[src/rtl/axi_mem_arbiter.sv]
`timescale 1ns/1ps
// Shares one AXI master port between an instruction-fetch unit and a load/store
// unit. One AXI transaction is in flight at a time. Contested grants alternate.
module axi_mem_arbiter #(
    parameter int ADDR_W = 32,
    parameter int DATA_W = 64
) (
    input  logic                  aclk,
    input  logic                  areset,
    input  logic                  ifu_valid,
    output logic                  ifu_ready,
    input  logic [ADDR_W-1:0]     ifu_addr,
    output logic                  ifu_rvalid,
    output logic [DATA_W-1:0]     ifu_rdata,
    input  logic                  lsu_valid,
    output logic                  lsu_ready,
    input  logic                  lsu_wen,
    input  logic [ADDR_W-1:0]     lsu_addr,
    input  logic [DATA_W-1:0]     lsu_wdata,
    input  logic [DATA_W/8-1:0]   lsu_wstrb,
    output logic                  lsu_rvalid,
    output logic [DATA_W-1:0]     lsu_rdata,
    output logic                  bus_err,
    output logic [ADDR_W-1:0]     araddr,
    output logic                  arvalid,
    input  logic                  arready,
    input  logic [DATA_W-1:0]     rdata,
    input  logic [1:0]            rresp,
    input  logic                  rvalid,
    output logic                  rready,
    output logic [ADDR_W-1:0]     awaddr,
    output logic                  awvalid,
    input  logic                  awready,
    output logic [DATA_W-1:0]     wdata,
    output logic [DATA_W/8-1:0]   wstrb,
    output logic                  wvalid,
    input  logic                  wready,
    input  logic [1:0]            bresp,
    input  logic                  bvalid,
    output logic                  bready
);

    localparam int STRB_W = DATA_W / 8;

    typedef enum logic [2:0] {
        IDLE   = 3'd0,
        RD_AR  = 3'd1,
        RD_R   = 3'd2,
        WR_AWW = 3'd3,
        WR_B   = 3'd4
    } state_e;

    function automatic logic resp_is_err(input logic [1:0] resp);
        return (resp != 2'b00);
    endfunction

    state_e              state_q;
    logic                last_lsu_q;
    logic                owner_lsu_q;
    logic [ADDR_W-1:0]   addr_q;
    logic [DATA_W-1:0]   wdata_q;
    logic [STRB_W-1:0]   wstrb_q;
    logic                arvalid_q;
    logic                rready_q;
    logic                awvalid_q;
    logic                wvalid_q;
    logic                bready_q;
    logic                ifu_rvalid_q;
    logic                lsu_rvalid_q;
    logic                bus_err_q;
    logic [DATA_W-1:0]   ifu_rdata_q;
    logic [DATA_W-1:0]   lsu_rdata_q;

    logic                grant_lsu_s;
    logic                idle_s;
    logic                aw_done_s;
    logic                w_done_s;

    // LSU wins unless IFU is also asking and LSU was the one served last.
    assign grant_lsu_s = lsu_valid & (~ifu_valid | ~last_lsu_q);
    assign idle_s      = (state_q == IDLE);
    assign lsu_ready   = idle_s & grant_lsu_s;
    assign ifu_ready   = idle_s & ifu_valid & ~grant_lsu_s;

    // A channel counts as done once its valid has dropped or it handshakes now.
    assign aw_done_s   = ~awvalid_q | awready;
    assign w_done_s    = ~wvalid_q | wready;

    assign araddr      = addr_q;
    assign awaddr      = addr_q;
    assign wdata       = wdata_q;
    assign wstrb       = wstrb_q;
    assign arvalid     = arvalid_q;
    assign rready      = rready_q;
    assign awvalid     = awvalid_q;
    assign wvalid      = wvalid_q;
    assign bready      = bready_q;
    assign ifu_rvalid  = ifu_rvalid_q;
    assign lsu_rvalid  = lsu_rvalid_q;
    assign bus_err     = bus_err_q;
    assign ifu_rdata   = ifu_rdata_q;
    assign lsu_rdata   = lsu_rdata_q;

    // Transaction FSM with all AXI and response outputs registered.
    always_ff @(posedge aclk) begin
        if (areset) begin
            state_q      <= IDLE;
            last_lsu_q   <= 1'b0;
            owner_lsu_q  <= 1'b0;
            addr_q       <= '0;
            wdata_q      <= '0;
            wstrb_q      <= '0;
            arvalid_q    <= 1'b0;
            rready_q     <= 1'b0;
            awvalid_q    <= 1'b0;
            wvalid_q     <= 1'b0;
            bready_q     <= 1'b0;
            ifu_rvalid_q <= 1'b0;
            lsu_rvalid_q <= 1'b0;
            bus_err_q    <= 1'b0;
            ifu_rdata_q  <= '0;
            lsu_rdata_q  <= '0;
        end else begin
            ifu_rvalid_q <= 1'b0;
            lsu_rvalid_q <= 1'b0;
            bus_err_q    <= 1'b0;
            case (state_q)
                IDLE: begin
                    if (ifu_ready || lsu_ready) begin
                        owner_lsu_q <= lsu_ready;
                        last_lsu_q  <= lsu_ready;
                        if (lsu_ready) begin
                            addr_q  <= lsu_addr;
                            wdata_q <= lsu_wdata;
                            wstrb_q <= lsu_wstrb;
                        end else begin
                            addr_q  <= ifu_addr;
                            wdata_q <= '0;
                            wstrb_q <= '0;
                        end
                        if (lsu_ready && lsu_wen) begin
                            state_q   <= WR_AWW;
                            awvalid_q <= 1'b1;
                            wvalid_q  <= 1'b1;
                        end else begin
                            state_q   <= RD_AR;
                            arvalid_q <= 1'b1;
                        end
                    end else begin
                        state_q <= IDLE;
                    end
                end
                RD_AR: begin
                    if (arready) begin
                        arvalid_q <= 1'b0;
                        rready_q  <= 1'b1;
                        state_q   <= RD_R;
                    end else begin
                        state_q <= RD_AR;
                    end
                end
                RD_R: begin
                    if (rvalid) begin
                        rready_q  <= 1'b0;
                        bus_err_q <= resp_is_err(rresp);
                        state_q   <= IDLE;
                        if (owner_lsu_q) begin
                            lsu_rvalid_q <= 1'b1;
                            lsu_rdata_q  <= rdata;
                        end else begin
                            ifu_rvalid_q <= 1'b1;
                            ifu_rdata_q  <= rdata;
                        end
                    end else begin
                        state_q <= RD_R;
                    end
                end
                WR_AWW: begin
                    if (awready) begin
                        awvalid_q <= 1'b0;
                    end
                    if (wready) begin
                        wvalid_q <= 1'b0;
                    end
                    if (aw_done_s && w_done_s) begin
                        bready_q <= 1'b1;
                        state_q  <= WR_B;
                    end else begin
                        state_q <= WR_AWW;
                    end
                end
                WR_B: begin
                    if (bvalid) begin
                        bready_q     <= 1'b0;
                        lsu_rvalid_q <= 1'b1;
                        lsu_rdata_q  <= '0;
                        bus_err_q    <= resp_is_err(bresp);
                        state_q      <= IDLE;
                    end else begin
                        state_q <= WR_B;
                    end
                end
                default: begin
                    state_q   <= IDLE;
                    arvalid_q <= 1'b0;
                    rready_q  <= 1'b0;
                    awvalid_q <= 1'b0;
                    wvalid_q  <= 1'b0;
                    bready_q  <= 1'b0;
                end
            endcase
        end
    end

endmodule

[config.mk]
export PLATFORM = sky130hd
export DESIGN_NAME = axi_mem_arbiter
export DESIGN_NICKNAME = d
export VERILOG_FILES = /design/src/rtl/axi_mem_arbiter.sv
export SDC_FILE = /design/constraint.sdc
export NUM_CORES = 1
export LEC_CHECK = 0
export ABC_AREA = 1
export BUFFER_PORTS_ARGS = -buffer_cell sky130_fd_sc_hd__buf_4
export CELL_PAD_IN_SITES_DETAIL_PLACEMENT = 0
export CELL_PAD_IN_SITES_GLOBAL_PLACEMENT = 1
export CORE_MARGIN = 10
export CORE_UTILIZATION = 33
export DETAILED_ROUTE_END_ITERATION = 8
export PLACE_DENSITY = 0.91
export SLEW_MARGIN = 20
export SYNTH_ARGS = -nofsm -noshare
export SYNTH_HDL_FRONTEND = slang
export SYNTH_SLANG_ARGS = --single-unit
[constraint.sdc]
create_clock -name aclk -period 2.55 [get_ports aclk]
set_input_delay 0.1275 -clock aclk [delete_from_list [all_inputs] [get_ports aclk]]
set_output_delay 0.1275 -clock aclk [all_outputs]
set_load 0.02 [all_outputs]
==> run metrics, run 1 <==
outcome complete, no violations; Final Routed Wirelength 41,700 um; Starting Density 0.335; crit end category flip-flop; fin crit share 0.906; # setup viols final 0; Buf/Inv on CP 2; placed cells 1,943; GRT Total Usage 0.219; Setup Skew 0.0235 ns; post-synthesis register bit count 244; CTS sink count 244; # Max-Cap Violations 0; DRC violations left 0; Worst path slowest cell dlygate4sd3_1; required time of the critical path 2.96 ns; setup TNS 0 ns; drt first-iter violations 708; Post-Syn Nets 1,401; CTS buffer count 28; GR Overflow Total 0; crit-path leading delay family buffers and inverters; min Tclk post-route 2.31 ns; CP startpoint kind flip-flop; Die Wd 188 um; RSZ-0062 raised after global routing no; Max Clk Rate 433 MHz; GP Congestion 0.837; CP peak stage delay 0.59 ns; nets@finish 2,017; via count 10,700; worst-path cell chain nor2_4 > nand2_4 > nor2_8 > inv_4 > o21ai_0 > dlygate4sd3_1 > a21oi_1; Worst-path clk slew 0.06 ns; IO Pins 488; Clk pwr share 0.350; share of cells above drive strength 1 0.324; Peak VDD IR 0.450 mV; Ys Warns 0; final antenna-violating net count 0; row count 61; Via-to-Cell Ratio 4.86; setup bufs post-CTS 0; Flop pwr share 0.396; die area 35,400 sq um; pin count of the biggest net entering global routing 100; HP Class in -> reg; Post-DP HPWL 27,500 um; Slew Limit Headroom 0.431; Psw 3.31 mW; final max-slew violation count 0; P_leak 6.92 nW; Core Region 27,900 sq um; Combinational Power Share 0.254; pwr dens 687 nW/um^2; Unique masters post-synth 25; first drt pass iteration count 5; CP arrival 2.72 ns; CTS tree yes; Layout Cells excl Fill 2,203; initial antenna violation count 5; Synth Area per Inst 7.86 sq um; post-synthesis cell count 1,187; Layout Area Growth over Synthesis 69.6%; Setup CP Type reg -> reg; Final Hold Fails 0; Clock Path Buffers 3; vias in the first global route 11,000; H-tree levels 1; first-pass GRT wire length 63,100 um; I/O Buffers 487; Worst Path Max Fanout 32; clk_lat worst skew 0.54 ns; FILL cells 2,420; Seq/Total Area, Yosys 0.523; Least-Margin Pin Slew 0.853 ns; die height 188 um; root buffer cell clkbuf_16; Sw Share 0.304; Synth Cell Area 9340 sq um; Cell Int Power 7.57 mW; wire per inst 18.9 um
worst min-delay path, delay by kind of cell:
| family | cells | cell delay, ns |
|---|---|---|
| buffers and inverters | 2 | 0.12 |
| AO/OA/AOI/OAI | 1 | 0.09 |
| AND/OR/NAND/NOR | 3 | 0.22 |
path summary, 6_finish.rpt:
path                end  startpoint  slack [ns]  cells past startpoint
max          araddr[26]  state_q[1]        0.24                      7
min          state_q[0]      wready        0.07                      6
max reg2reg  araddr[26]  state_q[1]        0.24                      7
min reg2reg    wdata[1]    wdata[1]        0.46                      2
Yosys cell counts:
master / number / area [sq um]
dfxtp_1: 244 / 4880
nand2_1: 240 / 901
a21oi_1: 170 / 851
nor2_1: 152 / 571
o21ai_0: 85 / 425
nand3_1: 70 / 350
buf_4: 47 / 353
o21ai_1: 42 / 210
clkbuf_1: 41 / 154
or2_2: 32 / 200
buf_2: 20 / 100
buf_6: 12 / 135
inv_1: 11 / 41.3
inv_2: 5 / 18.8
nand2_2: 2 / 12.5
nor2_2: 2 / 12.5
nor2_8: 2 / 40.0
nor3_1: 2 / 10.0
o21a_1: 2 / 15.0
a31oi_1: 1 / 6.26
a41oi_1: 1 / 8.76
inv_4: 1 / 6.26
nand2_4: 1 / 11.3
nand4_1: 1 / 6.26
nor2_4: 1 / 11.3
power by group through the flow:
| stage | Combinational, mW | Clock, mW | Sequential (mW) |
|---|---|---|---|
| 2_1_floorplan | 1.14 | 0 | 4.65 |
| 3_3_place_gp | 2.36 | 0 | 4.37 |
| 3_5_place_dp | 2.38 | 0 | 4.37 |
| 4_1_cts | 2.72 | 3.93 | 4.30 |
| 5_1_grt | 2.96 | 4.07 | 4.34 |
| 6_report | 2.76 | 3.81 | 4.31 |
through the flow:
stage	utilization	setup WS, ns	area [sq um]	power, mW	hold WS (ns)
floorplan	-	1.03	9340	5.79	0.275
global placement	0.462	0.674	12900	6.73	0.372
detailed placement	0.462	0.615	12900	6.75	0.381
CTS	0.568	0.0766	15800	11.0	0.0365
global route	0.568	0.0828	15800	11.4	0.105
finish	0.568	0.241	15800	10.9	0.0698
layout make-up:
cell class,count,area (sq um),share of cell area
repair buffers,705,5860,0.370
well taps,378,473,0.0299
flip-flops and latches,244,4890,0.309
diodes,5,12.5,0.000790
clock inverters,7,40.0,0.00253
multi-input cells,807,3660,0.231
clock buffers,40,837,0.0529
inverters,17,68.8,0.00435
layout by cell type, fill, tap and decap left out, types with 5 or more instances in the layout:
master,n
a21oi_1,170
clkbuf_16,29
or2_2,32
clkbuf_8,7
o21ai_1,42
nor2_1,152
dlygate4sd3_1,207
inv_1,11
o21ai_0,85
nand2_1,240
buf_4,494
diode_2,5
dfxtp_1,243
clkinv_2,5
nand3_1,70
kinds of logic after synthesis:
family	count (synthesis)	synth area share
and+or+nand+nor	505	0.228
AOI/OAI and AO/OA	301	0.162
DFF	244	0.523
buffers and inverters	137	0.0866
metal layers:
layer	vias up	track usage	routed length (um)
li1	5090	-	-
met1	4921	0.230	15100
met2	548	0.377	20300
met3	144	0.0694	3710
met4	0	0.136	2590
met5	-	0	0
sequential cells by signal (all words and copies together), names as in the netlist, 3 cells and up:
register / flops
ifu_rdata: 64
wdata: 64
lsu_rdata: 64
araddr: 32
wstrb: 8
state_q: 3
timing repair:
action / 4_1_cts / 5_1_grt
setup endpoints to repair: 0 / 29
resized for setup: 0 / 2
hold buffers: 207 / 0
hold endpoints to repair: 238 / 0
Power figures use the tool's default switching activity.
==> run 2: changes to the inputs <==
CELL_PAD_IN_SITES_DETAIL_PLACEMENT = unset   (was 0)
CELL_PAD_IN_SITES_GLOBAL_PLACEMENT = unset   (was 1)
CORE_AREA = 10 10 183 185   (was unset)
CORE_MARGIN = unset   (was 10)
CORE_UTILIZATION = unset   (was 33)
DIE_AREA = 0 0 193 195   (was unset)
PLACE_DENSITY = 0.66   (was 0.91)
==> run metrics, run 2 (synthesis gave the netlist of run 1 again) <==
Worst path slowest cell dlygate4sd3_1; worst-path cell chain nor2_4 > nand2_4 > nor2_8 > buf_16 > or2_2 > o21ai_0 > dlygate4sd3_1 > a21oi_1; Hold Crit Start ifu_addr[22]; WHS Path Cells 4; vias in the first global route 10,700; Setup Slack @ Placement 0.763 ns; Max Clk Rate 415 MHz; most frequent cells in the layout 493 x buf_4, 243 x dfxtp_1, 240 x nand2_1; GRT Total Usage 0.205; setup TNS 0 ns; Buf/Inv on CP 2; design area 15,800 sq um; Final Routed Wirelength 41,200 um; Least-Margin Pin Slew 0.878 ns; final core occ 0.527; crit-path leading delay family buffers and inverters; Setup CP Type reg -> reg; Reg2Reg Setup Slack 0.14 ns; Via-to-Cell Ratio 4.80; nets@finish 2,012; wire per inst 18.6 um; Layout Cells excl Fill 2,216; CP peak stage delay 0.62 ns; row count 64; Clock Path Buffers 3; power after layout 10.9 mW; commonest non-fill, non-tap cell in the layout buf_4; I/O Buffers 487; setup bufs post-CTS 0; R2R cell count 8; IO Pins 488; GP Congestion 0.840; Worst Path Max Fanout 105; Slew Limit Headroom 0.415; Worst Setup Slack, final 0.139 ns; CTS tree yes; pwr dens 689 nW/um^2; RSZ-0062 raised after global routing no; CTS sink count 244; crit end category flip-flop; # Max-Cap Violations 0; worst r2r src state_q[1]; GR Overflow Total 0; hold slack 0.0105 ns; CP startpoint kind flip-flop; CP arrival 2.85 ns; FILL cells 2,658; die height 195 um; outcome complete, no violations; die area 37,600 sq um; Worst-path clk slew 0.06 ns; Die Wd 193 um; clk_lat worst skew 0.53 ns; Setup crit start state_q[1]; Setup Skew 0.0130 ns; endpoint of the worst hold path araddr[22]; # setup viols final 0; Peak VDD IR 0.473 mV; Post-DP HPWL 28,000 um; first-pass GRT wire length 62,300 um; final antenna-violating net count 0; DRC violations left 0; share of cells above drive strength 1 0.324; Final Hold Fails 0; via count 10,600; first drt pass iteration count 5; P_leak 6.92 nW; Layout Area Growth over Synthesis 69.7%; area of the multi-input gates 3650 sq um; required time of the critical path 2.99 ns; initial antenna violation count 4; Core Region 30,000 sq um; fin crit share 0.946; pin count of the biggest net entering global routing 106; placed cell area 12,900 sq um; Critical R2R Capture araddr[24]; Starting Density 0.311; placed cells 1,962; drt first-iter violations 618; min Tclk post-route 2.41 ns; HP Class in -> reg; final max-slew violation count 0; Seq. cell area 4890 sq um; H-tree levels 1; root buffer cell clkbuf_16; CTS buffer count 27
## run 2: layer usage
metal  vias up  wire length [um]  track usage
met5         -                 0            0
met4         0              1380       0.0650
li1       5078                 -            -
met3        84              4590       0.0675
met1      4944             15300        0.239
met2       535             19900        0.345
## run 2: final cells by class
type / count / share of cell area
diodes: 4 / 0.000632
clock buffers: 37 / 0.0482
clock inverters: 10 / 0.00695
inverters: 17 / 0.00419
multi-input cells: 806 / 0.230
flip-flops and latches: 244 / 0.308
well taps: 396 / 0.0313
repair buffers: 702 / 0.370
## run 2: worst reg2reg max path, delay by kind of cell, from the launching register on
kind                   cells  cell delay (ns)
AO/OA/AOI/OAI              2             0.23
buffers and inverters      2             0.96
flip-flops                 1             0.37
AND/OR/NAND/NOR            4             0.76
## run 2: power breakdown
part | internal [mW] | total [mW] | leakage (nW) | switching, mW
combinational | 1.21 | 2.74 | 4.50 | 1.52
sequential | 4.09 | 4.31 | 1.99 | 0.218
clock | 2.29 | 3.87 | 0.431 | 1.58
total | 7.59 | 10.9 | 6.92 | 3.32
## run 2: what timing repair did
item	in CTS	in global routing
gates resized for setup	0	1
endpoints found under the setup margin	0	1
hold buffers	203	0
endpoints found under the hold margin	238	0
## run 2: worst max-delay path by stage
| stage | cells after the start | to |
|---|---|---|
| final | 8 | araddr[24] |
| after global routing | 8 | araddr[24] |
| after CTS | 8 | araddr[5] |
| after detailed placement | 8 | ifu_rdata[10] |
| after global placement | 8 | ifu_rdata[5] |
| after floorplan | 9 | araddr[31] |
==> run 3: changes to the inputs <==
CORE_AREA = 2 2 191 193   (was 10 10 183 185)
PLACE_DENSITY = 0.58   (was 0.66)
==> run metrics, run 3 (synthesis gave the netlist of run 1 again) <==
outcome complete, no violations; WHS Path Cells 6; worst r2r src state_q[1]; Critical R2R Capture araddr[28]; P_leak 6.96 nW; crit end category flip-flop; die area 37,600 sq um; # Max-Cap Violations 0; GP Congestion 0.864; Combinational Power Share 0.245; Via-to-Cell Ratio 4.54; drt first-iter violations 411; Hold Crit Start wready; final antenna-violating net count 0; HP Class in -> reg; power after layout 11.0 mW; required time of the critical path 3.02 ns; Flop pwr share 0.392; via count 10,400; endpoint of the worst hold path state_q[0]; Reg2Reg Setup Slack 0.22 ns; most frequent cells in the layout 492 x buf_4, 243 x dfxtp_1, 240 x nand2_1; CP arrival 2.80 ns; Sw Share 0.302; first drt pass iteration count 5; pwr dens 687 nW/um^2; wire per inst 16.4 um; GRT Total Usage 0.187; GR Overflow Total 0; initial antenna violation count 2; DRC violations left 0; commonest non-fill, non-tap cell in the layout buf_4; I/O Buffers 487; Clock Path Buffers 3; Worst-path clk slew 0.06 ns; CTS tree yes; Worst Path Max Fanout 105; clk_lat worst skew 0.55 ns; Worst Setup Slack, final 0.222 ns; Least-Margin Pin Slew 0.789 ns; row count 69; IO Pins 488; CP startpoint kind flip-flop; Clk pwr share 0.363; final core occ 0.452; Core Region 35,400 sq um; Post-DP HPWL 24,800 um; share of cells above drive strength 1 0.323; Cell Int Power 7.68 mW; min Tclk post-route 2.33 ns; Layout Area Growth over Synthesis 71.4%; post-CTS resize count 0; CTS sink count 244; root buffer cell clkbuf_16; Setup Skew 0.0130 ns; placed cell area 13,000 sq um; final max-slew violation count 0; Final Routed Wirelength 37,400 um; H-tree levels 1; Psw 3.32 mW; die height 195 um; Setup crit start state_q[1]; design area 16,000 sq um; RSZ-0062 raised after global routing no; Die Wd 193 um; fin crit share 0.913; Setup CP Type reg -> reg; Starting Density 0.264; Max Clk Rate 430 MHz; first-pass GRT wire length 56,200 um; Setup Slack @ Placement 0.803 ns; CTS buffer count 28; nets@finish 2,017; Slew Limit Headroom 0.474; Final Hold Fails 0; R2R cell count 8; vias in the first global route 10,000; Peak VDD IR 0.493 mV; pin count of the biggest net entering global routing 145; # setup viols final 0; FILL cells 3,390; setup TNS 0 ns
## run 3: power groups by stage
| stage | registers, mW | logic (mW) | clock network (mW) |
|---|---|---|---|
| after global placement | 4.38 | 2.34 | 0 |
| after detailed placement | 4.39 | 2.35 | 0 |
| final | 4.32 | 2.69 | 3.99 |
| after floorplan | 4.65 | 1.14 | 0 |
| after global routing | 4.34 | 2.90 | 4.25 |
| after CTS | 4.31 | 2.69 | 4.08 |
## run 3: critical path, cell delays in order, from the launching register on
cell           delay [ns]
dfxtp_1              0.37
nor2_4               0.19
nand2_4              0.11
nor2_8               0.17
buf_12               0.37
or2_2                0.19
o21ai_0              0.08
dlygate4sd3_1        0.59
a21oi_1              0.12
## run 3: how the worst max path moves through the flow
| stage | end | cells past startpoint |
|---|---|---|
| 6_report | araddr[28] | 8 |
| 3_5_place_dp | araddr[18] | 7 |
| 2_1_floorplan | araddr[31] | 9 |
| 5_1_grt | araddr[28] | 8 |
| 4_1_cts | araddr[25] | 8 |
| 3_3_place_gp | ifu_rdata[26] | 8 |
## run 3: layer usage
metal | GRT usage | up-vias | wire, um
li1 | - | 5095 | -
met1 | 0.226 | 4759 | 15200
met3 | 0.0437 | 70 | 3080
met5 | 0 | - | 0
met2 | 0.323 | 447 | 18000
met4 | 0.0603 | 0 | 1220
## run 3: what timing repair did
| item | 4_1_cts | 5_1_grt |
|---|---|---|
| setup buffers | 0 | 0 |
| hold buffers | 206 | 0 |
| hold endpoints to repair | 238 | 0 |
## run 3: metrics by stage
stage	std cells	hold WS (ns)
2_1_floorplan	1187	0.275
3_3_place_gp	2028	0.382
3_5_place_dp	2028	0.382
4_1_cts	2283	0.0124
5_1_grt	2285	0.0551
6_report	2285	0.0344
## run 3: area by class of cell
type	instances	area, sq um	area share
Timing Repair Buffer	706	5920	0.370
Sequential cell	244	4890	0.305
Multi-Input combinational cell	806	3650	0.228
Inverter	17	66.3	0.00414
Clock buffer	43	848	0.0530
Clock inverter	6	58.8	0.00367
Antenna cell	2	5.00	0.000313
Tap cell	461	577	0.0360
